[src/rtl/lock_sequence_controller_pkg.sv]
// Shared types and constants for the digital lock sequencing logic.
package lock_sequence_controller_pkg;

   localparam int unsigned DigitW     = 2;
   localparam int unsigned NumButtons = 4;

   localparam int unsigned DefCodeLen       = 4;
   localparam int unsigned DefMaxFails      = 3;
   localparam int unsigned DefLockoutCycles = 50_000_000;
   localparam int unsigned DefEntryTimeout  = 250_000_000;

   typedef enum logic [1:0] {
      StLocked   = 2'd0,
      StUnlocked = 2'd1,
      StSetCode  = 2'd2,
      StLockout  = 2'd3
   } state_e;

   // Several buttons in one cycle: the lowest set index is the digit.
   function automatic logic [DigitW-1:0] decode_press(input logic [NumButtons-1:0] presses);
      logic [DigitW-1:0] digit;
      digit = '0;
      for (int i = NumButtons - 1; i >= 0; i--) begin
         if (presses[i]) digit = DigitW'(i);
      end
      return digit;
   endfunction

endpackage

[src/rtl/lock_sequence_controller_if.sv]
// Button/status bundle between the button monitor, the lock controller and the display drivers.
interface lock_sequence_controller_if #(
   parameter int unsigned CodeLen = 4
) ();
   import lock_sequence_controller_pkg::*;

   localparam int unsigned CountW = $clog2(CodeLen + 1);

   logic [NumButtons-1:0] button_presses;
   logic                  set_mode;
   logic                  unlocked;
   logic                  lockout;
   logic [CountW-1:0]     digit_count;
   logic                  error_pulse;
   logic                  code_updated;

   modport master (
      output button_presses, set_mode,
      input  unlocked, lockout, digit_count, error_pulse, code_updated
   );

   modport slave (
      input  button_presses, set_mode,
      output unlocked, lockout, digit_count, error_pulse, code_updated
   );

endinterface

[src/rtl/lock_sequence_controller_countdown_timer.sv]
// Loadable down-counter; expired_o flags the final cycle of a Limit-clock interval.
module lock_sequence_controller_countdown_timer #(
   parameter int unsigned Limit = 10
) (
   input  logic clock,
   input  logic reset,
   input  logic load_i,
   input  logic enable_i,
   output logic expired_o
);

   localparam int unsigned CntW = (Limit > 1) ? $clog2(Limit) : 1;

   logic [CntW-1:0] count_q, count_d;

   // Load restarts a full interval; counting stops at zero instead of wrapping.
   always_comb begin
      count_d = count_q;
      if (load_i) begin
         count_d = CntW'(Limit - 1);
      end else if (enable_i && (count_q != '0)) begin
         count_d = count_q - CntW'(1);
      end
   end

   // Counter register.
   always_ff @(posedge clock or posedge reset) begin
      if (reset) count_q <= '0;
      else       count_q <= count_d;
   end

   assign expired_o = enable_i && (count_q == '0);

endmodule

[src/rtl/lock_sequence_controller.sv]
// Lock FSM: assembles button digits into an entry, checks or stores passcodes, handles lockout.
module lock_sequence_controller
   import lock_sequence_controller_pkg::*;
#(
   parameter int unsigned CodeLen                      = DefCodeLen,
   parameter logic [DigitW*CodeLen-1:0] DefaultCode   = 8'b00011011,
   parameter int unsigned MaxFails                     = DefMaxFails,
   parameter int unsigned LockoutCycles                = DefLockoutCycles,
   parameter int unsigned EntryTimeout                 = DefEntryTimeout
) (
   input logic                        clock,
   input logic                        reset,
   lock_sequence_controller_if.slave  bus_io
);

   localparam int unsigned CodeW  = DigitW * CodeLen;
   localparam int unsigned CountW = $clog2(CodeLen + 1);
   localparam int unsigned FailW  = $clog2(MaxFails + 1);

   state_e             state_q, state_d;
   logic [CodeW-1:0]   entry_q, entry_d;
   logic [CodeW-1:0]   code_q, code_d;
   logic [CountW-1:0]  digit_count_q, digit_count_d;
   logic [FailW-1:0]   fail_q, fail_d;
   logic               unlocked_q, unlocked_d;
   logic               lockout_q, lockout_d;
   logic               error_q, error_d;
   logic               updated_q, updated_d;

   logic               press_valid;
   logic [DigitW-1:0]  digit;
   logic [CodeW-1:0]   shifted;
   logic               last_digit;
   logic [FailW-1:0]   fail_inc;
   logic               entry_en, entry_load, entry_expired;
   logic               lock_en, lock_load, lock_expired;

   assign press_valid = |bus_io.button_presses;
   assign digit       = decode_press(bus_io.button_presses);
   // New digit enters at the top so that after CodeLen presses digit 0 sits in the LSBs.
   assign shifted     = (entry_q >> DigitW) | (CodeW'(digit) << (CodeW - DigitW));
   assign last_digit  = (digit_count_q == CountW'(CodeLen - 1));
   assign fail_inc    = (fail_q == FailW'(MaxFails)) ? fail_q : fail_q + FailW'(1);

   assign entry_en = ((state_q == StLocked) || (state_q == StSetCode)) && (digit_count_q != '0);
   assign lock_en  = (state_q == StLockout);

   lock_sequence_controller_countdown_timer #(
      .Limit (EntryTimeout)
   ) u_entry_timer (
      .clock     (clock),
      .reset     (reset),
      .load_i    (entry_load),
      .enable_i  (entry_en),
      .expired_o (entry_expired)
   );

   lock_sequence_controller_countdown_timer #(
      .Limit (LockoutCycles)
   ) u_lockout_timer (
      .clock     (clock),
      .reset     (reset),
      .load_i    (lock_load),
      .enable_i  (lock_en),
      .expired_o (lock_expired)
   );

   // Next-state, entry/code/fail bookkeeping and one-cycle pulses.
   always_comb begin
      state_d       = state_q;
      entry_d       = entry_q;
      code_d        = code_q;
      digit_count_d = digit_count_q;
      fail_d        = fail_q;
      error_d       = 1'b0;
      updated_d     = 1'b0;
      entry_load    = 1'b0;
      lock_load     = 1'b0;

      unique case (state_q)
         StLocked, StSetCode: begin
            // A press on the timeout-expiry cycle takes priority over the timeout.
            if (press_valid) begin
               entry_load = 1'b1;
               if (last_digit) begin
                  entry_d       = '0;
                  digit_count_d = '0;
                  if (state_q == StSetCode) begin
                     code_d    = shifted;
                     updated_d = 1'b1;
                     state_d   = StUnlocked;
                  end else if (shifted == code_q) begin
                     state_d = StUnlocked;
                     fail_d  = '0;
                  end else begin
                     error_d = 1'b1;
                     fail_d  = fail_inc;
                     if (fail_inc == FailW'(MaxFails)) begin
                        state_d   = StLockout;
                        lock_load = 1'b1;
                     end
                  end
               end else begin
                  entry_d       = shifted;
                  digit_count_d = digit_count_q + CountW'(1);
               end
            end else if (entry_expired) begin
               entry_d       = '0;
               digit_count_d = '0;
               if (state_q == StSetCode) state_d = StUnlocked;
            end
         end
         StUnlocked: begin
            if (press_valid) state_d = bus_io.set_mode ? StSetCode : StLocked;
         end
         StLockout: begin
            if (lock_expired) begin
               state_d = StLocked;
               fail_d  = '0;
            end
         end
         default: state_d = StLocked;
      endcase

      unlocked_d = (state_d == StUnlocked) || (state_d == StSetCode);
      lockout_d  = (state_d == StLockout);
   end

   // State and output registers; reset restores the default passcode.
   always_ff @(posedge clock or posedge reset) begin
      if (reset) begin
         state_q       <= StLocked;
         entry_q       <= '0;
         code_q        <= DefaultCode;
         digit_count_q <= '0;
         fail_q        <= '0;
         unlocked_q    <= 1'b0;
         lockout_q     <= 1'b0;
         error_q       <= 1'b0;
         updated_q     <= 1'b0;
      end else begin
         state_q       <= state_d;
         entry_q       <= entry_d;
         code_q        <= code_d;
         digit_count_q <= digit_count_d;
         fail_q        <= fail_d;
         unlocked_q    <= unlocked_d;
         lockout_q     <= lockout_d;
         error_q       <= error_d;
         updated_q     <= updated_d;
      end
   end

   assign bus_io.unlocked     = unlocked_q;
   assign bus_io.lockout      = lockout_q;
   assign bus_io.digit_count  = digit_count_q;
   assign bus_io.error_pulse  = error_q;
   assign bus_io.code_updated = updated_q;

endmodule

[src/flat_wrapper.sv]
// flat-port wrapper written by rule: the top's interface ports become plain ports
module lock_sequence_controller_flat import lock_sequence_controller_pkg::*;
#(
   parameter int unsigned CodeLen                      = DefCodeLen,
   parameter logic [DigitW*CodeLen-1:0] DefaultCode   = 8'b00011011,
   parameter int unsigned MaxFails                     = DefMaxFails,
   parameter int unsigned LockoutCycles                = DefLockoutCycles,
   parameter int unsigned EntryTimeout                 = DefEntryTimeout
)
  (clock, reset, bus_io_button_presses, bus_io_set_mode, bus_io_unlocked, bus_io_lockout, bus_io_digit_count, bus_io_error_pulse, bus_io_code_updated);
  lock_sequence_controller_if #(.CodeLen(CodeLen)) bus_io_i ();
  input logic clock;
  input logic reset;
  input wire logic [$bits(bus_io_i.button_presses)-1:0] bus_io_button_presses;
  input wire logic [$bits(bus_io_i.set_mode)-1:0] bus_io_set_mode;
  output wire logic [$bits(bus_io_i.unlocked)-1:0] bus_io_unlocked;
  output wire logic [$bits(bus_io_i.lockout)-1:0] bus_io_lockout;
  output wire logic [$bits(bus_io_i.digit_count)-1:0] bus_io_digit_count;
  output wire logic [$bits(bus_io_i.error_pulse)-1:0] bus_io_error_pulse;
  output wire logic [$bits(bus_io_i.code_updated)-1:0] bus_io_code_updated;
  assign bus_io_i.button_presses = bus_io_button_presses;
  assign bus_io_i.set_mode = bus_io_set_mode;
  assign bus_io_unlocked = bus_io_i.unlocked;
  assign bus_io_lockout = bus_io_i.lockout;
  assign bus_io_digit_count = bus_io_i.digit_count;
  assign bus_io_error_pulse = bus_io_i.error_pulse;
  assign bus_io_code_updated = bus_io_i.code_updated;
  lock_sequence_controller #(.CodeLen(CodeLen), .DefaultCode(DefaultCode), .MaxFails(MaxFails), .LockoutCycles(LockoutCycles), .EntryTimeout(EntryTimeout)) u_core (.clock(clock), .reset(reset), .bus_io(bus_io_i));
endmodule
[config.mk]
export PLATFORM = sky130hd
export DESIGN_NAME = lock_sequence_controller_flat
export DESIGN_NICKNAME = d
export VERILOG_FILES = /design/src/rtl/lock_sequence_controller_pkg.sv /design/src/rtl/lock_sequence_controller_if.sv /design/src/rtl/lock_sequence_controller_countdown_timer.sv /design/src/rtl/lock_sequence_controller.sv /design/src/flat_wrapper.sv
export SDC_FILE = /design/constraint.sdc
export NUM_CORES = 1
export LEC_CHECK = 0
export ABC_AREA = 0
export BUFFER_PORTS_ARGS = -buffer_cell sky130_fd_sc_hd__buf_2
export CAP_MARGIN = 10
export CORE_MARGIN = 5
export CORE_UTILIZATION = 65
export CTS_BUF_LIST = sky130_fd_sc_hd__clkbuf_8
export DETAILED_ROUTE_END_ITERATION = 10
export PLACE_DENSITY_LB_ADDON = 0.1
export SETUP_SLACK_MARGIN = 0.1
export SYNTH_ARGS = -nofsm -noshare
export SYNTH_HDL_FRONTEND = slang
export SYNTH_SLANG_ARGS = --single-unit
export TNS_END_PERCENT = 20
[constraint.sdc]
create_clock -name clock -period 3.2 [get_ports clock]
set_clock_uncertainty 0.1 [all_clocks]
set_input_delay 0.64 -clock clock [delete_from_list [all_inputs] [get_ports clock]]
set_output_delay 0.64 -clock clock [all_outputs]
set_load 0.05 [all_outputs]
# Yosys cells after proc, flatten, opt, wreduce, memory -nomap -nowiden
# Index checks and enable logic that the tools add are counted.
# totals
ff_bits	81
out_inout_bits	7
word_cells	101
# classes
add_sub_neg	4
n_eq_ne	14
muxes	49
n_bitwise	1
reduce_logical	22
# op_table
operator	count
28-bit two-way mux	2
26-bit two-way mux	2
2-bit two-way mux	20
28-bit zero test	1
28-bit nonzero test	1
28-bit by 1-bit subtractor with 28-bit output, second input constant	1
26-bit zero test	1
26-bit nonzero test	1
26-bit by 1-bit subtractor with 26-bit output, second input constant	1
8-bit two-way mux	3
1-bit two-way mux	17
2-bit equality test, second input constant	6
3-bit two-way mux	3
8-bit equality test	1
6-bit by 8-bit OR with 8-bit output	1
2-bit nonzero test	4
2-bit by 1-bit inequality test with 1-bit output, second input constant	3
2-bit one-hot mux with 3 select lines	1
1-bit logical AND	5
5-bit AND reduction	1
2-bit by 1-bit equality test with 1-bit output, second input constant	2
2-bit one-hot mux with 2 select lines	1
4-bit AND reduction	1
4-bit OR reduction	1
9 further kinds	10

# Depth between registers and ports, before layout
# Gate-level depths: netlist of the first run.
# depth
word_depth	13
ltp_mapped	10

# Hierarchy
# A second synthesis of the first run with hierarchy kept.
# unflattened
hier_cells	437
area_unflattened_um2	4374.2
# modules_own_cells
module	n_inst	cells_each	area_per_inst_um2	seq_area_each_um2
lock_sequence_controller_countdown_timer (u_core.u_entry_timer)	1	180	1687.9	700.7
lock_sequence_controller_countdown_timer (u_core.u_lockout_timer)	1	148	1476.4	650.6
lock_sequence_controller	1	109	1209.9	630.6

# Least setup slack after synthesis of the first run
# No wires, ideal clock.
# synth_path
path_type	flip-flop to flip-flop
start	register u_core.digit_count_q[0] (netlist: u_core.bus_io.digit_count[0])
end	register u_core.u_entry_timer.count_q[10]
arrival_ns	2.473
required_time_ns	3.022
slack_ns	0.549
stages_incl_launch_ff	7
n_path_buf	0
period_less_slack_ns	2.651
cell_sequence	dfrtp_1 inv_1 ha_1 a21oi_1 o311ai_4 or4_1 a21oi_1
# synth_between
elab_chain_len	4
# synth_lines
item	line	rtl
from (decl)	lock_sequence_controller.sv:23	logic [CountW-1:0] digit_count_q, digit_count_d;
from (signal assigned)	lock_sequence_controller.sv:145	digit_count_q <= digit_count_d;
3-bit nonzero test	lock_sequence_controller.sv:45	assign entry_en = ((state_q == StLocked) || (state_q == StSetCode)) && (digit_count_q != '0);
1-bit logical AND	lock_sequence_controller.sv:45	
1-bit logical AND	lock_sequence_controller_countdown_timer.sv:21	end else if (enable_i && (count_q != '0)) begin
2-bit nonzero test (no source line)	--	
to (signal assigned)	lock_sequence_controller_countdown_timer.sv:29	else count_q <= count_d;
to (decl)	lock_sequence_controller_countdown_timer.sv:14	logic [CntW-1:0] count_q, count_d;
# No other way between the ends.
# A chain may end at the register's enable or synchronous reset.

# Worst setup path after layout of the first run
# layout_path
start	register u_core.u_entry_timer.count_q[21]
end	register u_core.u_entry_timer.count_q[6]
# layout_between
elab_chain_len	3
# layout_lines
item	line
28-bit nonzero test	lock_sequence_controller_countdown_timer.sv:21
1-bit logical AND	lock_sequence_controller_countdown_timer.sv:21
2-bit nonzero test (no source line)	--
# No other way between the ends.

==> results of run 1 <==
-- routing by layer --
| metal | vias up | global-route usage, % | wire (um) |
|---|---|---|---|
| met5 | - | 0 | 0 |
| met4 | 0 | 8.292 | 131 |
| met3 | 14 | 3.774 | 440 |
| met2 | 88 | 37.23 | 4489 |
| met1 | 1765 | 31.44 | 4244 |
| li1 | 1716 | - | - |
-- power breakdown --
group	switching (uW)	internal (uW)
logic	588	367
registers	205	1190
clock network	364	377
total	1160	1940
-- cell type report --
class	instances	area (um^2)
fill	507	1931
clock inverter	6	60.06
tap	80	100.1
sequential	79	1982
timing repair buffer	24	160.2
multi-input combinational	326	2250
clock buffer	10	137.6
inverter	16	61.31
-- cell families after synthesis --
kind of cell    Yosys count  share of synthesized area (%)
simple gates            190                          25.76
compound gates          105                          18.36
flops                    79                          45.23
buf+inv                  33                          3.427
xor+xnor                 16                          3.198
mux                       9                          2.313
fa+ha+maj                 6                          1.713
-- worst max-delay path, stage by stage (launching register included) --
cell and delay, ns:
dfrtp_1 0.40, or4_1 0.60, nand2b_1 0.35, buf_4 0.26
o311ai_4 0.45, nor3_1 0.08, or3b_1 0.35
-- through the flow --
stage	area [um^2]	hold slack, ns	std cells	utilization [%]	setup WS (ns)
final	4751	0.2507	541	71.10	0.4969
after global routing	4751	0.3061	541	71.10	0.3477
after floorplan	4382	0.3962	438	-	0.4432
after detailed placement	4553	0.4252	525	68.15	0.5386
after global placement	4553	0.4105	525	68.15	0.5813
after CTS	4751	0.2798	541	71.10	0.4920
-- sequential cells by signal, indices dropped and copies added, names as in the netlist --
name / cells
u_core.u_entry_timer.count_q: 28
u_core.u_lockout_timer.count_q: 26
u_core.code_q: 8
u_core.entry_q: 6
u_core.bus_io.digit_count: 3
u_core.fail_q: 2
u_core.state_q: 2
u_core.bus_io.code_updated: 1
u_core.bus_io.error_pulse: 1
u_core.bus_io.lockout: 1
u_core.bus_io.unlocked: 1
-- worst paths after layout --
path,start,end,slack [ns],cells past startpoint
min in group clock,u_core.code_q[5],u_core.code_q[5],0.44,1
max in group asynchronous,reset,u_core.code_q[3],2.39,3
min,reset,u_core.u_lockout_timer.count_q[9],0.25,3
max,u_core.u_entry_timer.count_q[21],u_core.u_entry_timer.count_q[6],0.50,6
min reg2reg,u_core.code_q[5],u_core.code_q[5],0.44,1
max reg2reg,u_core.u_entry_timer.count_q[21],u_core.u_entry_timer.count_q[6],0.50,6
-- cell usage in the layout (no fill, tap or decap), drive strengths merged, types with 5 or more instances in the layout --
master,instances
nand2b,6
nor4,18
nand2,30
buf,24
nand3,19
nand4,7
o31ai,17
a21oi,23
clkbuf,10
o31a,5
xor2,9
or3,21
mux2,9
inv,15
ha,6
o311ai,6
and4,6
dfrtp,75
xnor2,7
or4,19
nor2,21
nor3,19
a22o,6
and3,5
o21ai,22
==> flow_metrics.env, run 1 <==
export IMPL_grt_pass1_vias=3378
export IMPL_crit_fanout=9
export IMPL_htree_levels=3
export IMPL_ant_nets=0
export IMPL_postCtsSetupBuffers=0
export IMPL_synth_distinct_cells=57
export IMPL_synth_cells=438
export IMPL_synth_most_common_cell="dfrtp_1"
export IMPL_drv_cap=0
export IMPL_finalHoldViolations=0
export IMPL_drive_above_1_share_pct=15.18
export IMPL_core_um2=6681
export IMPL_vias=3583
export IMPL_status="complete, no violations"
export IMPL_hold_class="in -> async"
export IMPL_synth_async_reset_ratio_pct=100.0
export IMPL_dpl_hpwl_um=6428
export IMPL_fp_dieW_um=92.11
export IMPL_grt_max_degree=80
export IMPL_yosys_warnings=0
export IMPL_finalSetupViolCount=0
export IMPL_synth_flop_cell="dfrtp_1"
export IMPL_end_kind="flop"
export IMPL_crit_required_ns=3.33
export IMPL_cts_hold_buf=0
export IMPL_fin_nets=469
export IMPL_syn_nets=451
export IMPL_p_leak_uw=0.001709
export IMPL_synth_edf_count=0
export IMPL_ctsResizeCount=0
export IMPL_clkSlewWorstSetupHoldPaths_ns=0.08
export IMPL_vdd_drop_max_mv=0.2461
export IMPL_drv_slew=0
export IMPL_p_total_uw=3093
export IMPL_grt_overflow=0
export IMPL_routedWlPerCell_um=17.20
export IMPL_synth_seq_cells=79
export IMPL_synthTopCellsByArea="dfrtp_1 43%, or4_1 3.3%, or3_1 2.9%"
export IMPL_syn2layout_area_growth_pct=8.424
export IMPL_std_cell_rows=30
export IMPL_syn_cell_area_um2=4382
export IMPL_drc=0
export IMPL_cts_sinks=79
export IMPL_slew_headroom_pct=47.85
export IMPL_start_util_pct=65.58
export IMPL_root_buffer="clkbuf_8"
export IMPL_drt_total_wl_um=9305
export IMPL_antenna_found_initial=0
export IMPL_synthTopCellsByCount="75 x dfrtp_1, 30 x nand2_1, 23 x a21oi_1"
export IMPL_yosys_area_top_type="dfrtp_1"
export IMPL_grt_pass1_wl_um=15880
export IMPL_worst_setup_path_type="reg -> reg"
export IMPL_first_pass_iters=5
export IMPL_tightest_slew_ns=0.7787
export IMPL_antenna_cells=0
export IMPL_die_height_um=92.11
export IMPL_cts_buffers=9
export IMPL_seq_area_frac_synth_pct=45.23
export IMPL_cts_tree="built"
export IMPL_fin_crit_sh_pct=84.47
export IMPL_tns_ns=0
export IMPL_fmax_ghz=0.3699
export IMPL_drt_iter0_drc=156
export IMPL_clk_path_buf_depth=2
export IMPL_rsz0062_at_grt="false"
export IMPL_powerDensity_nw_per_um2=651.0
export IMPL_min_period_ns=2.703
export IMPL_yosys_area_top_type_share_pct=42.83
export IMPL_pin_count=14
export IMPL_port_buffers=13
export IMPL_vias_per_cell=6.623
export IMPL_gp_congestion=0.8896
export IMPL_die_area_um2=8483
export IMPL_start_kind="flop"
export IMPL_avgSynthCellArea_um2=10.00
export IMPL_cp_arrival_ns=2.84
export IMPL_grt_use_total_pct=23.05
export IMPL_clkLatencyLatePin_ns=0.35
Note: power is estimated with default switching activity, not from simulation.
==> inputs of run 2 (changes only) <==
- ABC_AREA: 0 -> 1
- CORE_UTILIZATION: 65 -> 59
- clock period: 3.2 -> 2.3 ns (I/O delays scaled with it)
==> run 2 against run 1 <==
Net effect:
- worst hold slack got worse by 0.15 ns
- routed wire length rose by 15%
- sequential share of layout area decreased by 4.4 points
- via count up 18%
- highest routed layer unchanged
- combinational power rose by 120%
- critical endpoint is now u_core.u_lockout_timer.count_q[4]
- first-iteration DRC count up 33%
- count of clock-buffer cells in the layout decreased by 1
- critical path depth is 7 higher
- clock power up 67%
==> flow_metrics.env, run 2 <==
export IMPL_tns_ns=0
export IMPL_status="complete, no violations"
export IMPL_intPower_uw=3148
export IMPL_cts_tree="built"
export IMPL_cp_arrival_ns=2.14
export IMPL_synth_compound_area_share_pct=9.006
export IMPL_p_leak_uw=0.002510
export IMPL_vias=4227
export IMPL_grt_max_degree=37
export IMPL_drt_iter0_drc=208
export IMPL_clkPwrFrac_pct=23.0
export IMPL_drc=0
export IMPL_end_kind="flop"
export IMPL_synth_flop_cell="dfrtp_1"
export IMPL_pin_count=14
export IMPL_gp_congestion=0.8928
export IMPL_syn_cell_area_um2=4835
export IMPL_yosys_area_top_type_share_pct=38.82
export IMPL_whs_ns=0.09824
export IMPL_p_sw_uw=2260
export IMPL_core_um2=8093
export IMPL_clkSlewWorstSetupHoldPaths_ns=0.08
export IMPL_vdd_drop_max_mv=0.4663
export IMPL_fmax_ghz=0.4974
export IMPL_synth_distinct_cells=36
export IMPL_reg_top3="u_core.u_entry_timer.count_q x28, u_core.u_lockout_timer.count_q x26, u_core.code_q x8"
export IMPL_powerDensity_nw_per_um2=1018
export IMPL_synth_cells=660
export IMPL_synth_most_common_cell="nand2_1"
export IMPL_synth_top_family_by_area="simple AND/OR/NAND/NOR gates"
export IMPL_min_period_ns=2.010
export IMPL_fin_crit_sh_pct=87.41
export IMPL_port_buffers=13
export IMPL_antenna_found_initial=0
export IMPL_yosys_warnings=0
export IMPL_seq_area_um2=1982
export IMPL_clkLatencyLatePin_ns=0.35
export IMPL_drt_total_wl_um=10720
export IMPL_grt_pass1_vias=4077
export IMPL_combPwrFrac_pct=38.4
export IMPL_rsz0062_at_grt="false"
export IMPL_cts_sinks=79
export IMPL_tightest_slew_ns=0.6897
export IMPL_drv_slew=0
export IMPL_avgSynthCellArea_um2=7.325
export IMPL_start_kind="flop"
export IMPL_synthTopCellsByArea="dfrtp_1 39%, nand2_1 12%, nor2_1 7.3%"
export IMPL_synth_xor_area_share_pct=3.080
export IMPL_p_total_uw=5408
export IMPL_ant_nets=0
export IMPL_seq_area_frac_synth_pct=40.99
export IMPL_finalSetupViolCount=0
export IMPL_grt_use_total_pct=22.62
export IMPL_top_register="u_core.u_entry_timer.count_q"
export IMPL_crit_fanout=19
export IMPL_worst_setup_path_type="reg -> reg"
export IMPL_final_cell_mix="153 x nand2_1, 92 x nor2_1, 92 x inv_1"
export IMPL_p_seq_share_pct=38.7
export IMPL_drv_cap=0
export IMPL_synth_mux_area_share_pct=0
export IMPL_fin_nets=697
export IMPL_die_area_um2=10100
export IMPL_htree_levels=3
export IMPL_fp_dieW_um=100.5
export IMPL_grt_overflow=0
export IMPL_largest_reg_flops=28
export IMPL_cts_buffers=9
export IMPL_first_pass_iters=8
export IMPL_drive_above_1_share_pct=14.22
export IMPL_routedWlPerCell_um=13.50
export IMPL_dpl_hpwl_um=8036
export IMPL_std_cell_rows=33
export IMPL_synth_edf_count=0
export IMPL_layout_cells_non_filler=794
export IMPL_die_height_um=100.5
export IMPL_multi_input_area_um2=2400
export IMPL_vias_per_cell=5.324
export IMPL_layout_commonest_cell="nand2_1"
export IMPL_placedCellCount=776
export IMPL_synthSimpleGateAreaFrac_pct=35.46
export IMPL_yosys_area_top_type="dfrtp_1"
export IMPL_syn2layout_area_growth_pct=9.834
export IMPL_syn_nets=673
export IMPL_root_buffer="clkbuf_8"
export IMPL_finalHoldViolations=0
export IMPL_synthTopCellsByCount="156 x nand2_1, 94 x nor2_1, 93 x inv_1"
export IMPL_synth_seq_cells=79
export IMPL_crit_required_ns=2.43
export IMPL_grt_pass1_wl_um=18420
export IMPL_antenna_cells=0
export IMPL_hold_class="in -> async"
export IMPL_sw_frac_of_total_pct=41.79
export IMPL_clk_path_buf_depth=2
export IMPL_fillCellCount=716
export IMPL_start_util_pct=59.74
export IMPL_synth_async_reset_ratio_pct=100.0
export IMPL_synthAdderAreaFrac_pct=1.553
export IMPL_slew_headroom_pct=53.92
-- run 2: logic make-up (layout without fill, tap and decap cells) --
logic type,Yosys count,after routing
and+or+nand+nor,368,368
buffers and inverters,111,140
AOI/OAI and AO/OA,79,79
DFF,79,79
xor gates and xnor gates,17,17
adders and majority gates,6,6
-- run 2: area by class of cell --
cell class	instances	share of cell area (%)
Clock inverter	7	2.144
Tap cell	105	2.474
Multi-Input combinational cell	470	45.19
Timing Repair Buffer	26	3.440
Inverter	98	7.092
Sequential cell	79	37.32
Clock buffer	9	2.333
-- run 2: final timing paths --
check / start / to / slack (ns) / cells past startpoint
worst max-delay path: u_core.u_lockout_timer.count_q[0] / u_core.u_lockout_timer.count_q[4] / 0.29 / 13
max in group asynchronous: reset / u_core.u_lockout_timer.count_q[2] / 1.38 / 3
min in group clock: bus_io_button_presses[1] / u_core.code_q[7] / 0.33 / 4
worst max register to register: u_core.u_lockout_timer.count_q[0] / u_core.u_lockout_timer.count_q[4] / 0.29 / 13
worst min register to register: u_core.u_entry_timer.count_q[26] / u_core.u_entry_timer.count_q[26] / 0.40 / 2
worst min-delay path: reset / u_core.bus_io.lockout / 0.1 / 2
-- run 2: metrics by stage --
step	util [%]	cell area [um^2]	worst slack, ns
floorplan	-	4838	0.1582
global placement	62.07	5024	0.2508
detailed placement	62.07	5024	0.2039
CTS	65.01	5261	0.1783
global route	65.62	5310	0.09306
finish	65.62	5310	0.2896
-- run 2: power groups by stage --
stage	Combinational, uW	Sequential, uW	Clock (uW)
2_1_floorplan	1520	2190	0
3_3_place_gp	1930	2090	0
3_5_place_dp	1990	2100	0
4_1_cts	2010	2080	1260
5_1_grt	2340	2140	1310
6_report	2070	2090	1240
-- run 2: routing by layer --
layer | vias up | wire, um | track usage [%]
met5 | - | 0 | 0
met4 | 0 | 165 | 8.083
met3 | 15 | 359 | 2.907
met2 | 76 | 5361 | 39.19
met1 | 1995 | 4833 | 29.06
li1 | 2141 | - | -
-- run 2: worst max-delay path, stage by stage (launching register included) --
cell	delay (ns)
dfrtp_1	0.37
inv_2	0.05
ha_1	0.20
inv_1	0.11
nor2_4	0.06
nand2_2	0.07
nor2_4	0.04
nand2_2	0.07
nor2_2	0.05
nor2_1	0.16
buf_6	0.22
nand2_1	0.12
o21ai_0	0.18
nand3_1	0.10
-- run 2: timing repair --
item | in CTS | in global routing
hold buffers | 0 | 0
buffers inserted | 0 | 2
endpoints found under the setup margin | 0 | 31
gates resized for setup | 0 | 11
==> inputs of run 3 (changes only) <==
- CORE_UTILIZATION: 59 -> 30
==> run 3 against run 2 <==
Net effect:
- total power shrank 3.9%
- combinational power grew 2%
- global-route usage shrank 8.8 points
- via count shrank 0.83%
- non-clock buffer count grew 6
- routed wire length grew 12%
- largest cell class unchanged
- count of clock-buffer cells in the layout is the same
- design area grew 2.4%
- critical endpoint is now u_core.bus_io.unlocked
==> flow_metrics.env, run 3 (synthesis gave the netlist of run 2 again) <==
export IMPL_grt_pass1_vias=4203
export IMPL_cpPeakStageDelay_ns=0.38
export IMPL_drive_above_1_share_pct=15.11
export IMPL_vdd_drop_max_mv=0.4084
export IMPL_place_ws_ns=0.1894
export IMPL_start_util_pct=30.55
export IMPL_combPwrFrac_pct=40.6
export IMPL_dpl_hpwl_um=8923
export IMPL_p_leak_uw=0.002506
export IMPL_start_kind="flop"
export IMPL_finalHoldViolations=0
export IMPL_layout_cells_non_filler=911
export IMPL_min_period_ns=2.024
export IMPL_clkSlewWorstSetupHoldPaths_ns=0.09
export IMPL_gp_congestion=0.8075
export IMPL_fmax_ghz=0.4942
export IMPL_grt_use_total_pct=13.86
export IMPL_htree_levels=3
export IMPL_end_kind="flop"
export IMPL_syn2layout_area_growth_pct=12.47
export IMPL_core_um2=15830
export IMPL_sw_frac_of_total_pct=45.05
export IMPL_cts_tree="built"
export IMPL_final_cell_mix="155 x nand2_1, 91 x inv_1, 90 x nor2_1"
export IMPL_reg_top3="u_core.u_entry_timer.count_q x28, u_core.u_lockout_timer.count_q x26, u_core.code_q x8"
export IMPL_ant_nets=0
export IMPL_crit_family="simple AND/OR/NAND/NOR gates"
export IMPL_fin_ws_ns=0.2764
export IMPL_fin_nets=703
export IMPL_routedWlPerCell_um=13.22
export IMPL_path_buf_inv=4
export IMPL_vias=4192
export IMPL_final_area_um2=5438
export IMPL_path_cells="inv_1 > ha_1 > inv_1 > nor2_4 > nand2_1 > nor2_4 > nand2_1 > nor2_2 > inv_2 > nand2_2 > nand2_1 > nand2_2 > inv_1 > ha_1"
export IMPL_worst_setup_path_type="reg -> reg"
export IMPL_drc=0
export IMPL_crit_required_ns=2.46
export IMPL_drt_total_wl_um=12040
export IMPL_fp_dieW_um=136.9
export IMPL_hold_class="in -> reg"
export IMPL_p_total_uw=5198
export IMPL_tns_ns=0
export IMPL_tightest_slew_ns=0.4732
export IMPL_port_buffers=13
export IMPL_p_seq_share_pct=40.3
export IMPL_grt_pass1_wl_um=20780
export IMPL_clkPwrFrac_pct=19.2
export IMPL_clk_path_buf_depth=2
export IMPL_root_buffer="clkbuf_8"
export IMPL_placedCellCount=892
export IMPL_antenna_found_initial=0
export IMPL_clkLatencyLatePin_ns=0.38
export IMPL_grt_max_degree=67
export IMPL_pin_count=14
export IMPL_vias_per_cell=4.602
export IMPL_cpMaxStageDelayCell="dfrtp_1"
export IMPL_cp_arrival_ns=2.19
export IMPL_powerDensity_nw_per_um2=955.9
export IMPL_die_height_um=136.9
export IMPL_slew_headroom_pct=68.16
export IMPL_crit_fanout=3
export IMPL_drv_cap=0
export IMPL_top_register="u_core.u_entry_timer.count_q"
export IMPL_drv_slew=0
export IMPL_std_cell_rows=46
export IMPL_placement_cell_area_um2=5213
export IMPL_largest_reg_flops=28
export IMPL_fin_crit_sh_pct=87.98
export IMPL_layout_commonest_cell="nand2_1"
export IMPL_rsz0062_at_grt="true"
export IMPL_cts_sinks=79
export IMPL_intPower_uw=2856
export IMPL_antenna_cells=0
export IMPL_drt_iter0_drc=227
export IMPL_status="complete, no violations"
export IMPL_die_area_um2=18750
export IMPL_grt_overflow=0
export IMPL_p_sw_uw=2342
export IMPL_finalSetupViolCount=0
export IMPL_cts_buffers=9
export IMPL_first_pass_iters=4
export IMPL_r2r_slack_ns=0.28
## run 3: worst paths after layout
path	startpoint	end	cells after the start
max reg2reg	u_core.u_lockout_timer.count_q[0]	u_core.bus_io.unlocked	14
min	bus_io_button_presses[1]	u_core.code_q[7]	4
min in group asynchronous	reset	u_core.u_entry_timer.count_q[17]	3
max in group asynchronous	reset	u_core.code_q[1]	4
max	u_core.u_lockout_timer.count_q[0]	u_core.bus_io.unlocked	14
min reg2reg	u_core.u_lockout_timer.count_q[0]	u_core.u_lockout_timer.count_q[0]	2
## run 3: per-layer routing
layer  vias to the layer above  wire length, um  track usage [%]
li1                       2153                -                -
met4                         0              112            2.938
met5                         -                0                0
met3                         8              384            3.346
met2                        44             5557            22.59
met1                      1987             5986            18.70
## run 3: layout make-up
class	count	area (um^2)
clock buffers	9	123.9
clock inverters	7	53.80
fillers	1706	10390
inverters	98	376.6
multi-input cells	470	2396
flip-flops and latches	79	1982
well taps	216	270.3
repair buffers	32	235.2
## run 3: worst min-delay path: stages
cell     delay (ns)
buf_2          0.09
nor2_2         0.06
nand2_1        0.08
a21oi_1        0.06
## run 3: stage by stage
stage,utilization [%],hold slack [ns]
global placement,32.93,0.3728
finish,34.36,0.3142
CTS,34.12,0.2962
detailed placement,32.93,0.3763
floorplan,-,0.3489
global route,34.36,0.3169
## run 3: timing repair
action                                  in CTS  in global routing
hold buffers                                 1                  0
hold endpoints to repair                    13                  0
endpoints found under the setup margin       0                 23
resized for setup                            0                  8
setup buffers                                0                  2
## run 3: power by group through the flow
stage	sequential, uW	clock, uW	combinational (uW)
final	2090	996	2110
after global routing	2150	1110	2430
after CTS	2090	1040	2100
after detailed placement	2110	0	2080
after global placement	2110	0	2050
after floorplan	2190	0	1520
